### config.mk
export PLATFORM = sky130hd
export DESIGN_NAME = jpeg_quant_zigzag_flat
export DESIGN_NICKNAME = d
export VERILOG_FILES = /design/src/rtl/jpeg_quant_zigzag_if.sv /design/src/rtl/jpeg_quant_zigzag.sv /design/src/flat_wrapper.sv
export SDC_FILE = /design/constraint.sdc
export NUM_CORES = 2
export LEC_CHECK = 0
export BUFFER_PORTS_ARGS = -buffer_cell sky130_fd_sc_hd__clkbuf_2
export CAP_MARGIN = 15
export CORE_MARGIN = 5
export CORE_UTILIZATION = 45
export CTS_CLUSTER_DIAMETER = 120
export CTS_CLUSTER_SIZE = 30
export DETAILED_ROUTE_END_ITERATION = 16
export HOLD_SLACK_MARGIN = 0.05
export PLACE_DENSITY = 0.67
export SLEW_MARGIN = 5
export SYNTH_ARGS = -nofsm -noshare
export SYNTH_HDL_FRONTEND = slang
export SYNTH_SLANG_ARGS = --single-unit
### constraint.sdc
create_clock -name clock -period 17.7 [get_ports clock]
set_clock_uncertainty 0.15 [all_clocks]
set_input_delay 2.655 -clock clock [delete_from_list [all_inputs] [get_ports clock]]
set_output_delay 2.655 -clock clock [all_outputs]
set_load 0.02 [all_outputs]
### src/rtl/jpeg_quant_zigzag_if.sv
// Stream/bus bundle for jpeg_quant_zigzag: block input, reciprocal table port,
// DC predictor clear and the zigzag output stream.
interface jpeg_quant_zigzag_if #(
    parameter int OUT_W = 11
);
    logic                    blk_valid;
    logic                    blk_ready;
    logic signed [7:0]       coef [0:63];
    logic                    q_we;
    logic [5:0]              q_addr;
    logic [15:0]             q_data;
    logic                    dc_clear;
    logic                    out_valid;
    logic                    out_ready;
    logic signed [OUT_W-1:0] out_data;
    logic [5:0]              out_idx;
    logic                    out_last;
    logic                    overflow;

    modport master (
        output blk_valid, coef, q_we, q_addr, q_data, dc_clear, out_ready,
        input  blk_ready, out_valid, out_data, out_idx, out_last, overflow
    );

    modport slave (
        input  blk_valid, coef, q_we, q_addr, q_data, dc_clear, out_ready,
        output blk_ready, out_valid, out_data, out_idx, out_last, overflow
    );
endinterface

### src/rtl/jpeg_quant_zigzag.sv
// 8x8 block quantizer (reciprocal multiply, round half up) with zigzag serial output.
// Optional DC differencing is enabled by defining JPEG_QZ_DC_DIFF_EN.
module jpeg_quant_zigzag #(
    parameter int          OUT_W     = 11,
    parameter logic [15:0] RECIP_RST = 16'hFFFF
) (
    input logic               clock,
    input logic               reset,
    jpeg_quant_zigzag_if.slave bus
);
    typedef enum logic [1:0] {IDLE, RUN, DRAIN} state_t;

    localparam logic [5:0] ZZ [0:63] = '{
         0,  1,  8, 16,  9,  2,  3, 10, 17, 24, 32, 25, 18, 11,  4,  5,
        12, 19, 26, 33, 40, 48, 41, 34, 27, 20, 13,  6,  7, 14, 21, 28,
        35, 42, 49, 56, 57, 50, 43, 36, 29, 22, 15, 23, 30, 37, 44, 51,
        58, 59, 52, 45, 38, 31, 39, 46, 53, 60, 61, 54, 47, 55, 62, 63
    };

    state_t                  state_reg, state_next;
    logic signed [7:0]       coef_buf_reg [0:63];
    logic [15:0]             recip_reg [0:63];
    logic [5:0]              k_reg;
    logic                    out_valid_reg;
    logic signed [OUT_W-1:0] out_data_reg;
    logic [5:0]              out_idx_reg;
    logic                    out_last_reg;
    logic                    overflow_reg;

    logic                    accept_blk;
    logic                    load;
    logic                    tab_we;
    logic [5:0]              zz;
    logic signed [7:0]       coef_sel;
    logic signed [16:0]      recip_sel;
    logic signed [24:0]      prod;
    logic signed [24:0]      rounded;
    logic signed [OUT_W-1:0] q_ext;
    logic signed [OUT_W-1:0] word;

    assign accept_blk = (state_reg == IDLE) && bus.blk_valid;
    assign load       = (state_reg == RUN) && (!out_valid_reg || bus.out_ready);
    assign tab_we     = (state_reg == IDLE) && bus.q_we;

    // Reciprocal is unsigned; a zero MSB keeps the signed multiply exact.
    assign zz        = ZZ[k_reg];
    assign coef_sel  = coef_buf_reg[zz];
    assign recip_sel = $signed({1'b0, recip_reg[zz]});
    assign prod      = 25'(coef_sel) * 25'(recip_sel);
    assign rounded   = prod + 25'sd32768;
    assign q_ext     = OUT_W'(rounded >>> 16);

`ifdef JPEG_QZ_DC_DIFF_EN
    logic signed [OUT_W-1:0] dc_pred_reg;
    logic signed [OUT_W-1:0] dc_pred_eff;

    // A clear coinciding with the DC load must already see a zero predictor.
    assign dc_pred_eff = bus.dc_clear ? '0 : dc_pred_reg;
    assign word        = (k_reg == 6'd0) ? (q_ext - dc_pred_eff) : q_ext;

    always_ff @(posedge clock) begin
        if (reset) begin
            dc_pred_reg <= '0;
        end else if (load && (k_reg == 6'd0)) begin
            dc_pred_reg <= q_ext;
        end else if (bus.dc_clear) begin
            dc_pred_reg <= '0;
        end
    end
`else
    logic unused_dc_clear;
    assign unused_dc_clear = bus.dc_clear;
    assign word            = q_ext;
`endif

    always_comb begin
        state_next = state_reg;
        case (state_reg)
            IDLE:    if (bus.blk_valid) state_next = RUN;
            RUN:     if (load && (k_reg == 6'd63)) state_next = DRAIN;
            DRAIN:   if (out_valid_reg && bus.out_ready) state_next = IDLE;
            default: state_next = IDLE;
        endcase
    end

    always_ff @(posedge clock) begin
        if (reset) begin
            state_reg     <= IDLE;
            k_reg         <= '0;
            out_valid_reg <= 1'b0;
            out_data_reg  <= '0;
            out_idx_reg   <= '0;
            out_last_reg  <= 1'b0;
            overflow_reg  <= 1'b0;
        end else begin
            state_reg <= state_next;
            if (accept_blk) begin
                k_reg <= '0;
            end else if (load) begin
                k_reg <= k_reg + 6'd1;
            end
            if (load) begin
                out_valid_reg <= 1'b1;
                out_data_reg  <= word;
                out_idx_reg   <= k_reg;
                out_last_reg  <= (k_reg == 6'd63);
            end else if ((state_reg == DRAIN) && out_valid_reg && bus.out_ready) begin
                out_valid_reg <= 1'b0;
            end
            if (bus.blk_valid && (state_reg != IDLE)) begin
                overflow_reg <= 1'b1;
            end
        end
    end

    // Table is frozen outside IDLE so every block sees one consistent table.
    always_ff @(posedge clock) begin
        if (reset) begin
            for (int i = 0; i < 64; i++) begin
                recip_reg[i] <= RECIP_RST;
            end
        end else if (tab_we) begin
            recip_reg[bus.q_addr] <= bus.q_data;
        end
    end

    always_ff @(posedge clock) begin
        if (accept_blk) begin
            for (int i = 0; i < 64; i++) begin
                coef_buf_reg[i] <= bus.coef[i];
            end
        end
    end

    assign bus.blk_ready = (state_reg == IDLE);
    assign bus.out_valid = out_valid_reg;
    assign bus.out_data  = out_data_reg;
    assign bus.out_idx   = out_idx_reg;
    assign bus.out_last  = out_last_reg;
    assign bus.overflow  = overflow_reg;
endmodule
### src/flat_wrapper.sv
// flat-port wrapper written by rule: the top's interface ports become plain ports
module jpeg_quant_zigzag_flat 
#(
    parameter int          OUT_W     = 11,
    parameter logic [15:0] RECIP_RST = 16'hFFFF
)
  (clock, reset, bus_blk_valid, bus_coef, bus_q_we, bus_q_addr, bus_q_data, bus_dc_clear, bus_out_ready, bus_blk_ready, bus_out_valid, bus_out_data, bus_out_idx, bus_out_last, bus_overflow);
  jpeg_quant_zigzag_if #(.OUT_W(OUT_W)) bus_i ();
  input logic clock;
  input logic reset;
  input wire logic [$bits(bus_i.blk_valid)-1:0] bus_blk_valid;
  input wire logic [$bits(bus_i.coef)-1:0] bus_coef;
  input wire logic [$bits(bus_i.q_we)-1:0] bus_q_we;
  input wire logic [$bits(bus_i.q_addr)-1:0] bus_q_addr;
  input wire logic [$bits(bus_i.q_data)-1:0] bus_q_data;
  input wire logic [$bits(bus_i.dc_clear)-1:0] bus_dc_clear;
  input wire logic [$bits(bus_i.out_ready)-1:0] bus_out_ready;
  output wire logic [$bits(bus_i.blk_ready)-1:0] bus_blk_ready;
  output wire logic [$bits(bus_i.out_valid)-1:0] bus_out_valid;
  output wire logic [$bits(bus_i.out_data)-1:0] bus_out_data;
  output wire logic [$bits(bus_i.out_idx)-1:0] bus_out_idx;
  output wire logic [$bits(bus_i.out_last)-1:0] bus_out_last;
  output wire logic [$bits(bus_i.overflow)-1:0] bus_overflow;
  assign bus_i.blk_valid = bus_blk_valid;
  assign bus_i.coef = {>>{bus_coef}};
  assign bus_i.q_we = bus_q_we;
  assign bus_i.q_addr = bus_q_addr;
  assign bus_i.q_data = bus_q_data;
  assign bus_i.dc_clear = bus_dc_clear;
  assign bus_i.out_ready = bus_out_ready;
  assign bus_blk_ready = bus_i.blk_ready;
  assign bus_out_valid = bus_i.out_valid;
  assign bus_out_data = bus_i.out_data;
  assign bus_out_idx = bus_i.out_idx;
  assign bus_out_last = bus_i.out_last;
  assign bus_overflow = bus_i.overflow;
  jpeg_quant_zigzag #(.OUT_W(OUT_W), .RECIP_RST(RECIP_RST)) u_core (.clock(clock), .reset(reset), .bus(bus_i));
endmodule
==> flow_summary_export.csv <==
group,metric,value,unit
cts,clk_path_buf_depth,3,
worst_setup_path,worstReg2RegEnd,"u_core.bus.out_data[8]",
drt,via_per_inst,5.88,
drt,wire_per_inst,25.2,um
drt,wl,227000,um
synthesis,synth_seq_area_share,62.4,%
global_route,grt_max_degree,183,
sta,slew_violations,0,
hold_path,min_path_cells,2,
floorplan,fp.coreArea,165000,um^2
worst_setup_path,r2r_cells,34,
floorplan,die_h,418,um
synthesis,synthDistinctLibCells,77,
global_route,grt_usage,24.9,%
cells_and_area,nFillCells,14700,
placement,hpwl,138000,um
sta,setup_tns,0,ns
sta,rsz0062_at_grt,"false",
power_and_ir_drop,p_leak,27.0,nW
global_route,antenna_found_initial,16,
hold_path,min_from,"u_core.bus.out_data[5]",
sta,relSlewSlack,23.6,%
floorplan,rows,149,
power_and_ir_drop,power.density,90.6,nW/um^2
hold_path,worstHoldEndpoint,"u_core.bus.out_data[5]",
sta,setup_violations,0,
worst_setup_path,cp_top_family,"compound AO/OA/AOI/OAI gates",
sta,max_clock_freq,0.0813,GHz
synthesis,avgSynthCellArea,11.3,um^2
synthesis,synth_seq_cells,1562,
cells_and_area,finalNetCount,7468,
worst_setup_path,critPathBufInv,6,
outcome,outcome,"complete, no violations",
synthesis,async_flop_share,0,%
cts,clk_latency,0.77,ns
worst_setup_path,ff2ff_setup_slack,5.40,ns
job,maxCapViolations,0,
worst_setup_path,crit_path_max_incr_delay,0.80,ns
worst_setup_path,cpMaxStageDelayCell,"dfxtp_1",
synthesis,ys_warn_count,0,
worst_setup_path,worstPathArrival,12.85,ns
drt,drtPass1Iterations,6,
floorplan,die-area,174000,um^2
cts,cts_tree,"yes",
synthesis,synth_enable_flop_cells,1536,
placement,gp_congestion,0.871,
placement,io_buffers,559,
drt,drtIter0Drc,7156,
drt,route.detailed.drc,0,
worst_setup_path,path_class,"reg2reg",
worst_setup_path,r2r-start,"u_core.k_reg[0]",
hold_path,min_path_type,"reg2reg",
drt,vias,52900,
global_route,overflow,0,
sta,hold_viol_final,0,
cts,clk_pin_slew,0.11,ns
global_route,grt_pass1_wl,329000,um
worst_setup_path,start_kind,"flop",
synthesis,synth_ff_type,"edfxtp_1",
cts,ctsResizeCount,0,
floorplan,pin_count,561,
cts,hold_buffers,0,
floorplan,die_w,418,um
synthesis,synthesis.nets,7329,
cells_and_area,syn2layout_area_growth,7.64,%
placement,placed_area,78800,um^2
sta,period_needed,12.30,ns
sta,tightest_slew,1.14,ns
worst_setup_path,crit_fanout,64,
power_and_ir_drop,peakVddDrop,96.9,uV
worst_setup_path,end_kind,"flop",
cts,cts_root_buffer,"clkbuf_16",
synthesis,syn-cell-area,74800,um^2
cells_and_area,largest_register_ffs,1024,
sta,period_share,69.5,%
synthesis,synth_cells,6636,
worst_setup_path,worstPathRequired,18.25,ns
drt,ant_nets,0,
global_route,grt_pass1_vias,50300,
floorplan,start_util,45.3,%
cts,htree_levels,2,
cts,cts_setup_buffers,0,
cells_and_area,drive_gt1_share,19.6,%
cts,clkSinkCount,1562,
cts,numCtsBuffers,60,
cells_and_area,final_area,80500,um^2
==> Yosys cell counts, types with 19 or more instances <==
library cell,number,share of area [%]
nand2_1,1595,8.0
edfxtp_1,1536,62
nand3_1,580,3.9
or2_2,519,4.3
or3_1,518,4.3
clkbuf_1,359,1.8
a311oi_1,269,3.1
buf_2,150,1.0
and3_1,143,1.2
nor2_1,128,0.64
inv_1,126,0.63
fa_1,83,2.2
ha_1,70,1.2
buf_4,48,0.48
o21ai_0,44,0.29
a311o_1,37,0.50
nand2b_1,37,0.31
buf_1,35,0.18
o21bai_1,34,0.34
a31oi_1,31,0.26
buf_6,30,0.45
a21oi_1,29,0.19
dfxtp_1,26,0.70
or2_1,19,0.16
==> power breakdown <==
group	leakage (nW)	internal [mW]	switching [mW]	total, mW
combinational	13.5	0.503	0.808	1.31
clock	0.835	0.649	1.15	1.80
sequential	12.7	4.16	0.0286	4.19
total	27.0	5.31	1.99	7.30
==> worst max-delay path by stage <==
stage | depth (start not counted) | end | slack, ns | startpoint
final | 34 | u_core.bus.out_data[8] | 5.40 | u_core.k_reg[0]
after floorplan | 4 | u_core.k_reg[0] | 1.89 | bus_blk_valid
after CTS | 34 | u_core.bus.out_data[8] | 5.50 | u_core.k_reg[0]
after detailed placement | 34 | u_core.bus.out_data[8] | 5.56 | u_core.k_reg[0]
after global routing | 35 | u_core.bus.out_data[8] | 4.80 | u_core.k_reg[0]
after global placement | 34 | u_core.bus.out_data[8] | 5.69 | u_core.k_reg[0]
==> worst min-delay path, stage by stage, from the launching register on <==
cell	delay (ns)
dfxtp_1	0.33
nand2_1	0.05
a21oi_1	0.05
==> final cells by class <==
cell class                      instances  area (um^2)  area share (%)
Clock buffer                           74         1580            1.96
Antenna cell                           11         27.5          0.0342
Sequential cell                      1562        46600            57.9
Inverter                              127          477           0.592
Clock inverter                          9          161           0.200
Multi-Input combinational cell       4325        24900            30.9
Tap cell                             2189         2740            3.40
Timing Repair Buffer                  699         4000            4.97
==> layer usage <==
layer	wire length [um]	vias to the layer above	part of all wire, %	global-route usage, %
li1	-	23700	-	-
met1	88700	26100	39	34.4
met2	106000	2724	47	39.7
met3	21500	376	9.5	3.41
met4	10900	2	4.8	10.9
met5	13	-	0.0057	0
==> cells by family after synthesis <==
logic type               after synthesis  synth area share (%)
AND/OR/NAND/NOR                     3617                  23.5
multiplexers                          23                 0.353
flip-flops                          1562                  62.4
buffers and inverters                749                  4.55
AO/OA/AOI/OAI                        521                  5.65
adder cells (fa/ha/maj)              153                  3.39
XOR/XNOR                              11                 0.166
==> through the flow <==
stage	hold WS, ns	total power [mW]	utilization, %	instances	setup slack (ns)
2_1_floorplan	0.317	5.20	-	6636	1.89
3_3_place_gp	0.292	5.56	47.7	8902	5.69
3_5_place_dp	0.299	5.59	47.7	8902	5.56
4_1_cts	0.313	7.32	48.7	8985	5.50
5_1_grt	0.337	7.63	48.8	8995	4.80
6_report	0.311	7.30	48.8	8996	5.40
==> placed cells by master (no fill, tap or decap), drive strengths merged, types with 5 or more instances in the layout <==
master	instances
ha	70
nand3	580
and2	18
or3	518
xnor2	7
nor2b	7
clkinv	9
nor3	20
buf	141
o21bai	34
a311oi	269
a31oi	31
or2	538
nand3b	6
diode	11
clkbuf	632
nor2	129
inv	127
a32oi	6
fa	83
dfxtp	26
a21oi	29
a221oi	5
nand2b	37
o21ai	47
mux2i	14
a311o	37
edfxtp	1536
mux2	7
and3	143
nor3b	5
a211oi	8
a41oi	5
nand2	1596
a21o	20
nand4	12
Note: power is estimated with default switching activity, not from simulation.
